File: src/rtl/if_pkg.sv
// Shared types for the instruction-fetch front end.
package if_pkg;

  localparam int XLEN_DEF = 32;

  // Queue entry layout at the default width.
  typedef struct packed {
    logic [XLEN_DEF-1:0] pc;
    logic [XLEN_DEF-1:0] instr;
    logic                pending;
    logic                fault;
  } fetch_entry_t;

  typedef enum logic [1:0] {
    RD_NONE,
    RD_BRANCH,
    RD_JUMP
  } redir_e;

  function automatic redir_e redir_sel(
    input logic jump,
    input logic branch
  );
    redir_e s;
    s = RD_NONE;
    if (jump) s = RD_JUMP;
    else if (branch) s = RD_BRANCH;
    return s;
  endfunction

endpackage

File: src/rtl/fetch_queue.sv
// In-order fetch queue: entries are allocated at request time
// and filled as responses return; read side feeds decode.
module fetch_queue
  import if_pkg::*;
#(
  parameter int XLEN  = XLEN_DEF,
  parameter int DEPTH = 4
) (
  input  logic                  clk,
  input  logic                  reset,
  input  logic                  flush_i,
  input  logic                  alloc_i,
  input  logic [XLEN-1:0]       alloc_pc_i,
  input  logic                  fault_i,
  input  logic [XLEN-1:0]       fault_pc_i,
  input  logic                  fill_i,
  input  logic [XLEN-1:0]       fill_data_i,
  input  logic                  pop_i,
  output logic [$clog2(DEPTH):0] used_o,
  output logic [$clog2(DEPTH):0] pend_o,
  output logic                  head_valid_o,
  output logic [XLEN-1:0]       head_pc_o,
  output logic [XLEN-1:0]       head_instr_o,
  output logic                  head_fault_o
);

  localparam int AW = $clog2(DEPTH);

  typedef logic [AW:0] ptr_t;

  typedef struct packed {
    logic [XLEN-1:0] pc;
    logic [XLEN-1:0] instr;
    logic            pending;
    logic            fault;
  } entry_t;

  entry_t mem_q [DEPTH];
  ptr_t   alloc_q;
  ptr_t   fill_q;
  ptr_t   rd_q;
  entry_t head;

  assign used_o       = alloc_q - rd_q;
  assign pend_o       = alloc_q - fill_q;
  assign head         = mem_q[rd_q[AW-1:0]];
  assign head_valid_o = (used_o != '0) && !head.pending;
  assign head_pc_o    = head.pc;
  assign head_instr_o = head.instr;
  assign head_fault_o = head.fault;

  always_ff @(posedge clk or posedge reset) begin
    if (reset) begin
      for (int i = 0; i < DEPTH; i++) mem_q[i] <= '0;
      alloc_q <= '0;
      fill_q  <= '0;
      rd_q    <= '0;
    end else if (flush_i) begin
      alloc_q <= '0;
      fill_q  <= '0;
      rd_q    <= '0;
    end else begin
      if (alloc_i) begin
        mem_q[alloc_q[AW-1:0]] <= '{pc: alloc_pc_i, instr: '0,
                                   pending: 1'b1, fault: 1'b0};
        alloc_q <= alloc_q + 1'b1;
      end else if (fault_i) begin
        // Fault entries are born complete; no response will come.
        mem_q[alloc_q[AW-1:0]] <= '{pc: fault_pc_i, instr: '0,
                                   pending: 1'b0, fault: 1'b1};
        alloc_q <= alloc_q + 1'b1;
        fill_q  <= fill_q + 1'b1;
      end
      if (fill_i) begin
        mem_q[fill_q[AW-1:0]].instr   <= fill_data_i;
        mem_q[fill_q[AW-1:0]].pending <= 1'b0;
        fill_q <= fill_q + 1'b1;
      end
      if (pop_i) rd_q <= rd_q + 1'b1;
    end
  end

endmodule

File: src/rtl/stage_if_fetch.sv
// Fetch front end: PC, request credits, redirect drop tracking.
// IF_MISALIGN_CHECK_EN turns misaligned targets into fault entries.
module stage_if_fetch
  import if_pkg::*;
#(
  parameter int              XLEN       = XLEN_DEF,
  parameter logic [XLEN-1:0] RESET_PC   = '0,
  parameter int              FIFO_DEPTH = 4
) (
  input  logic            clk,
  input  logic            reset,
  input  logic            en,
  input  logic            do_branch,
  input  logic [XLEN-1:0] branch_addr,
  input  logic            do_jump,
  input  logic [XLEN-1:0] jump_addr,
  output logic            req_valid,
  input  logic            req_ready,
  output logic [XLEN-1:0] req_addr,
  input  logic            resp_valid,
  input  logic [XLEN-1:0] resp_data,
  output logic            out_valid,
  input  logic            out_ready,
  output logic [XLEN-1:0] out_pc,
  output logic [XLEN-1:0] out_pc_plus4,
  output logic [XLEN-1:0] out_instr,
  output logic            out_fault
);

  localparam int CW = $clog2(FIFO_DEPTH) + 1;
  localparam logic [CW-1:0] DEPTH_C = CW'(FIFO_DEPTH);

`ifdef IF_MISALIGN_CHECK_EN
  localparam bit MisalignEn = 1'b1;
`else
  localparam bit MisalignEn = 1'b0;
`endif

  redir_e          sel;
  logic            redirect;
  logic            misalign;
  logic [XLEN-1:0] raw_tgt;
  logic [XLEN-1:0] target;
  logic [XLEN-1:0] pc_q, pc_d;
  logic [XLEN-1:0] fpc_q, fpc_d;
  logic [CW-1:0]   drop_q, drop_d;
  logic [CW-1:0]   used, pend, credit, pend_sum;
  logic            halted_q, halted_d;
  logic            fpend_q, fpend_d;
  logic            fire, fill, pop, fault_enq;
  logic            head_fault;

  assign sel      = redir_sel(do_jump, do_branch);
  assign redirect = (sel != RD_NONE);

  always_comb begin
    raw_tgt = branch_addr;
    unique case (sel)
      RD_JUMP: raw_tgt = jump_addr;
      default: raw_tgt = branch_addr;
    endcase
  end

  assign misalign = MisalignEn && (raw_tgt[1:0] != 2'b00);
  assign target   = MisalignEn ? raw_tgt
                               : {raw_tgt[XLEN-1:2], 2'b00};

  // Stale responses still occupy memory-side slots until they drain.
  assign credit    = used + drop_q;
  assign req_valid = en && !reset && !redirect && !halted_q
                     && (credit < DEPTH_C);
  assign req_addr  = pc_q;
  assign fire      = req_valid && req_ready;
  assign fill      = resp_valid && !redirect
                     && (drop_q == '0) && (pend != '0);
  assign pop       = out_valid && out_ready && !redirect;
  assign fault_enq = fpend_q && !redirect && (drop_q == '0);

  always_comb begin
    pend_sum = pend + drop_q;
    drop_d   = drop_q;
    if (redirect) begin
      if (resp_valid && pend_sum != '0) pend_sum = pend_sum - CW'(1);
      drop_d = pend_sum;
    end else if (resp_valid && drop_q != '0) begin
      drop_d = drop_q - CW'(1);
    end
  end

  always_comb begin
    pc_d     = pc_q;
    halted_d = halted_q;
    fpend_d  = fpend_q && !fault_enq;
    fpc_d    = fpc_q;
    if (redirect) begin
      pc_d     = target;
      halted_d = misalign;
      fpend_d  = misalign;
      fpc_d    = target;
    end else if (fire) begin
      pc_d = pc_q + XLEN'(4);
    end
  end

  always_ff @(posedge clk or posedge reset) begin
    if (reset) begin
      pc_q     <= RESET_PC;
      fpc_q    <= '0;
      drop_q   <= '0;
      halted_q <= 1'b0;
      fpend_q  <= 1'b0;
    end else begin
      pc_q     <= pc_d;
      fpc_q    <= fpc_d;
      drop_q   <= drop_d;
      halted_q <= halted_d;
      fpend_q  <= fpend_d;
    end
  end

  fetch_queue #(
    .XLEN  (XLEN),
    .DEPTH (FIFO_DEPTH)
  ) u_queue (
    .clk          (clk),
    .reset        (reset),
    .flush_i      (redirect),
    .alloc_i      (fire),
    .alloc_pc_i   (pc_q),
    .fault_i      (fault_enq),
    .fault_pc_i   (fpc_q),
    .fill_i       (fill),
    .fill_data_i  (resp_data),
    .pop_i        (pop),
    .used_o       (used),
    .pend_o       (pend),
    .head_valid_o (out_valid),
    .head_pc_o    (out_pc),
    .head_instr_o (out_instr),
    .head_fault_o (head_fault)
  );

  assign out_pc_plus4 = out_pc + XLEN'(4);
  assign out_fault    = MisalignEn && head_fault;

  a_resp_tracked: assert property (@(posedge clk) disable iff (reset)
    resp_valid |-> (pend != '0 || drop_q != '0));

endmodule
File: config.mk
export PLATFORM = sky130hd
export DESIGN_NAME = stage_if_fetch
export DESIGN_NICKNAME = d
export VERILOG_FILES = /design/src/rtl/if_pkg.sv /design/src/rtl/fetch_queue.sv /design/src/rtl/stage_if_fetch.sv
export SDC_FILE = /design/constraint.sdc
export NUM_CORES = 1
export LEC_CHECK = 0
export BUFFER_PORTS_ARGS = -buffer_cell sky130_fd_sc_hd__buf_2
export CELL_PAD_IN_SITES_DETAIL_PLACEMENT = 0
export CELL_PAD_IN_SITES_GLOBAL_PLACEMENT = 1
export CORE_UTILIZATION = 50
export DETAILED_ROUTE_END_ITERATION = 10
export GPL_TIMING_DRIVEN = 0
export PLACE_DENSITY_LB_ADDON = 0.12
export SYNTH_ARGS = -nofsm -noshare
export SYNTH_HDL_FRONTEND = slang
export SYNTH_SLANG_ARGS = --single-unit
export TNS_END_PERCENT = 10
File: constraint.sdc
create_clock -name clk -period 20.7 [get_ports clk]
set_clock_uncertainty 0.1 [all_clocks]
set_input_delay 1.035 -clock clk [delete_from_list [all_inputs] [get_ports clk]]
set_output_delay 1.035 -clock clk [all_outputs]
set_load 0.02 [all_outputs]
# Yosys cells after proc, flatten, opt, wreduce, memory -nomap -nowiden
# Index checks and enable logic that the tools add are counted.
[totals] regBits=339 word_cells=113 input_bits=104 out_inout_bits=131
[op_classes] add_sub_neg=11 reduce_logical=33 bitwise=3 n_mux=35 order_cmp=6 eq_ne=2
[op_table] operator="bitwise mux 264 bit" n=4
[op_table] operator="2-to-1 mux 264 bit" n=4
[op_table] operator="demux 66 bit (select 2 bit)" n=3
[op_table] operator="2-to-1 mux 66 bit" n=3
[op_table] operator="binary-select mux 66 bit (select 2 bit)" n=1
[op_table] operator="2-to-1 mux 32 bit" n=3
[op_table] operator="adder 32 x 3 -> 32 bit, second input constant" n=2
[op_table] operator="2-to-1 mux 3 bit" n=12
[op_table] operator="2-to-1 mux 34 bit" n=1
[op_table] operator="nonzero test 3 bit" n=6
[op_table] operator="logical AND 1 bit" n=17
[op_table] operator="adder 3 x 1 -> 3 bit, second input constant" n=3
[op_table] operator=">= comparator 3 bit, second input constant" n=3
[op_table] operator="NOT 2 -> 3 bit" n=3
[op_table] operator="nonzero test 2 bit" n=4
[op_table] operator="adder 3 bit" n=2
[op_table] operator="less-than comparator 3 x 1 -> 1 bit, second input constant" n=2
[op_table] operator="subtractor 3 x 1 -> 3 bit, second input constant" n=2
[op_table] operator="subtractor 3 bit" n=2
[op_table] operator="zero test 1 bit" n=4
[op_table] operator="2-to-1 mux 2 bit" n=2
[op_table] operator="zero test 3 bit" n=1
[op_table] operator="less-than comparator 3 bit, second input constant" n=1
[op_table] operator="inequality test 3 x 2 -> 1 bit, second input constant" n=1
[op_table] operator="3 further kinds" n=4

# Longest topological paths before layout
[depth] ltp_word=12 depth_mapped=14 mapped_depth_nobuf=12

# Modules after synthesis
# Synthesis repeated with hierarchy kept, for this count alone.
[hier_totals] hier_cells=1518 area_unflattened_um2=17941.0
[modules_own_cells] mod="fetch_queue" seq_area_each_um2=6831.6 area_each_um2=13620.6 cells_each=992 instances=1
[modules_own_cells] mod="stage_if_fetch" seq_area_each_um2=1601.5 area_each_um2=4320.4 cells_each=526 instances=1

# Least setup slack after synthesis
# Ideal clock, no wire load.
[synth_timing] path_type="reg-to-output" startpoint="reg u_queue.rd_q[1]" endpoint="out req_valid" stages_incl_launch_ff=12 n_path_buf=5 t_required_ns=19.565 arrival_time_ns=3.159 setup_slack_ns=16.406 path_cell_list="dfrtp_1 > buf_2 > buf_2 > buf_4 > buf_2 > inv_1 > fa_1 > ha_1 > a31oi_1 > xor2_2 > buf_2 > and3_1"
[synth_between] elab_chain_len=4
[synth_lines] element="from (decl)" line_no="fetch_queue.sv:41" source="ptr_t rd_q;"
[synth_lines] element="from (signal assigned)" line_no="fetch_queue.sv:79" source="if (pop_i) rd_q <= rd_q + 1'b1;"
[synth_lines] element="subtractor 3 bit" line_no="fetch_queue.sv:44" source="assign used_o = alloc_q - rd_q;"
[synth_lines] element="adder 3 bit" line_no="stage_if_fetch.sv:69" source="assign credit = used + drop_q;"
[synth_lines] element="less-than comparator 3 bit" line_no="stage_if_fetch.sv:71" source="&& (credit < DEPTH_C);"
[synth_lines] element="logical AND 1 bit" line_no="stage_if_fetch.sv:71"
[synth_lines] element="to (decl)" line_no="stage_if_fetch.sv:17" source="output logic req_valid,"
# Every way passes these cells.

# Worst setup path after layout
# Same ends and word-level chain as after synthesis.

==> results_dict.tcl <==
set metrics [dict create \
    outcome "complete, no violations" \
    cp_max_fo 10 \
    tritoncts "built" \
    rsz0062_at_grt "false" \
    totalPowerFinal_mw 1.86 \
    path_class "register to output pin" \
    netlist.area_leader.share_pct 52.0 \
    grt_max_degree 106 \
    die_w_um 181 \
    post_cts_resized 0 \
    crit_top_cell "buf_2" \
    crit_chain "buf_2 > buf_2 > buf_4 > buf_2 > inv_1 > fa_1 > ha_1 > a31oi_1 > xor2_2 > buf_2 > and3_1 > buf_2" \
    cts_root_buf "clkbuf_16" \
    synth_edf_count 0 \
    worst-endpoint-required_ns 19.57 \
    synthTopCellsByCount "333 x dfrtp_1, 136 x a22o_1, 121 x a2bb2oi_1" \
    wl_per_cell_um 25.1 \
    drtIter0Drc 1267 \
    p_sw_share_pct 31.1 \
    min_period_ns 5.91 \
    synth_area_leaders "dfrtp_1 52%, mux4_2 8.7%, a22o_1 7.4%" \
    fin_area_um2 19000 \
    viasPerCell 6.38 \
    irDropWorstVdd_mv 0.0826 \
    pwr_density_cell_nw_per_um2 97.9 \
    p_clk_share_pct 36.1 \
    worst_pin_slew_ns 1.10 \
    syn_area_um2 16000 \
    cts_htree_levels 2 \
    cap_violations 0 \
    slowest_stage "fa_1" \
    n_fill_cell 2607 \
    track_usage_pct 30.6 \
    vias 12500 \
    setup_violations 0 \
    hold_viol_final 0 \
    grt_pass1_vias 12500 \
    synth-seq-cells 333 \
    post_dp_cell_area_um2 17700 \
    yosysMostFrequentCell "dfrtp_1" \
    drive_gt1_share_pct 28.6 \
    slew_headroom_pct 26.8 \
    ios 235 \
    synthDistinctLibCells 78 \
    io_buffers 226 \
    worst_slack_ns 14.79 \
    hold_buffers 0 \
    initial_utilization_pct 50.7 \
    hold_path_class "register to register" \
    clock_sinks 333 \
    antenna_cells 0 \
    slew_viol_final 0 \
    clock_latency_ns 0.53 \
    grt_pass1_wl_um 76500 \
    grt_overflow_total 0 \
    reg2regPathDepth 13 \
    syn_avg_cell_area_um2 12.6 \
    fin_nets 1663 \
    dp_hpwl_um 33700 \
    cts.clk_slew.worst_paths_ns 0.06 \
    ys.flop_type "dfrtp_1" \
    cp_data_arrival_time_ns 4.77 \
    crit_path_end_kind "output pin" \
    drt-pass1-iter-count 5 \
    startpoint_type "register" \
    synthCells 1267 \
    p_leak_nw 8.97 \
    antenna_found_initial 0 \
    max_freq_mhz 169 \
    core-area_um2 31600 \
    setup_tns_ns 0 \
    whs_path_depth 2 \
    num_rows 65 \
    cts_buffers 37 \
    area_growth_pct 18.6 \
    preCtsSetupSlack_ns 15.39 \
    cpPeakStageDelay_ns 0.58 \
    p_int_mw 1.28 \
    pwr-share-seq_pct 40.1 \
    drcViolationCount 0 \
    post-cts-setup-buffers 0 \
    synthArstFlopShare_pct 100 \
    p_comb_share_pct 23.8 \
    yosysWarnings 0 \
    utilization_pct 60.2 \
    post-route-period-util_pct 28.5 \
    clock_path_buffers 3 \
    power.switching_mw 0.577 \
    drt-total-wl_um 49300 \
    ys_seq_area_share_pct 52.0 \
    synth_top_area_cell "dfrtp_1" \
    ant_nets 0 \
    die_h_um 181 \
    routabilityCongestion 0.827 \
    dieArea_um2 32700 \
]
[power by group through the flow]
stage | Sequential (mW) | Clock [mW] | Combinational [mW]
after floorplan | 0.749 | 0 | 0.299
after global placement | 0.754 | 0 | 0.434
after detailed placement | 0.754 | 0 | 0.443
after CTS | 0.744 | 0.679 | 0.445
after global routing | 0.752 | 0.704 | 0.475
final | 0.746 | 0.671 | 0.442
[stage by stage]
| step | hold slack, ns | instances |
|---|---|---|
| final | 0.376 | 1964 |
| after global routing | 0.397 | 1964 |
| after CTS | 0.379 | 1964 |
| after detailed placement | 0.365 | 1900 |
| after global placement | 0.360 | 1897 |
| after floorplan | 0.344 | 1269 |
[state kept, by name, indices dropped and copies added (netlist names)]
register         flops
req_addr            30
drop_q               3
fpend_q              1
u_queue.alloc_q      3
u_queue.rd_q         3
fpc_q               30
u_queue.fill_q       3
u_queue.mem_q      260
[placed cells by master, fill, tap and decap left out, drive strengths merged, types with 19 or more instances in the layout]
cell and count:
a2bb2oi 121, o22ai 31, a21oi 46, xnor2 27, a22oi 21, clkbuf 96
nand4 19, nor2 30, mux4 65, inv 27, dfrtp 333, o21ai 23
buf 295, nand2 87, a22o 136, ha 19
[per-layer routing]
layer  vias up  global-route usage (%)  routed length (um)
li1       5418                       -                   -
met1      6475                    47.2               22500
met2       555                    43.6               21600
met3        78                    5.64                3810
met4         0                    9.73                1340
met5         -                       0                   0
[critical path, delay by kind of cell (launching register included)]
| family | cells | cell delay, ns |
|---|---|---|
| buffers and inverters | 7 | 2.02 |
| AND/OR/NAND/NOR | 1 | 0.25 |
| XOR/XNOR | 1 | 0.29 |
| flip-flops | 1 | 0.43 |
| AO/OA/AOI/OAI | 1 | 0.43 |
| adder cells (fa/ha/maj) | 2 | 0.81 |
[layout make-up]
type	instances	area (um2)	share of cell area (%)
inverter	27	109	0.573
timing repair buffer	229	1210	6.39
clock buffer	52	1090	5.76
sequential	333	8330	43.9
buffer	110	611	3.22
clock inverter	12	146	0.771
multi-input combinational	799	6980	36.7
tap	402	503	2.65
[cell families after synthesis]
family / synth area share [%]
DFF: 52.0
other: 0.0234
and+or+nand+nor: 7.52
muxes: 9.59
AOI/OAI and AO/OA: 22.0
xor gates and xnor gates: 2.55
buffers and inverters: 4.45
adders and majority gates: 1.86
[path summary, 6_finish.rpt]
kind                            startpoint                 end  slack [ns]
max in group asynchronous            reset  u_queue.mem_q[212]       18.86
setup reg to reg           u_queue.rd_q[1]   u_queue.mem_q[36]       15.70
hold / removal                   fpc_q[23]           fpc_q[23]        0.38
setup / recovery           u_queue.rd_q[1]           req_valid       14.79
hold reg to reg                  fpc_q[23]           fpc_q[23]        0.38
min in group asynchronous            reset         req_addr[2]        0.44
(Power assumes the default switching activity.)
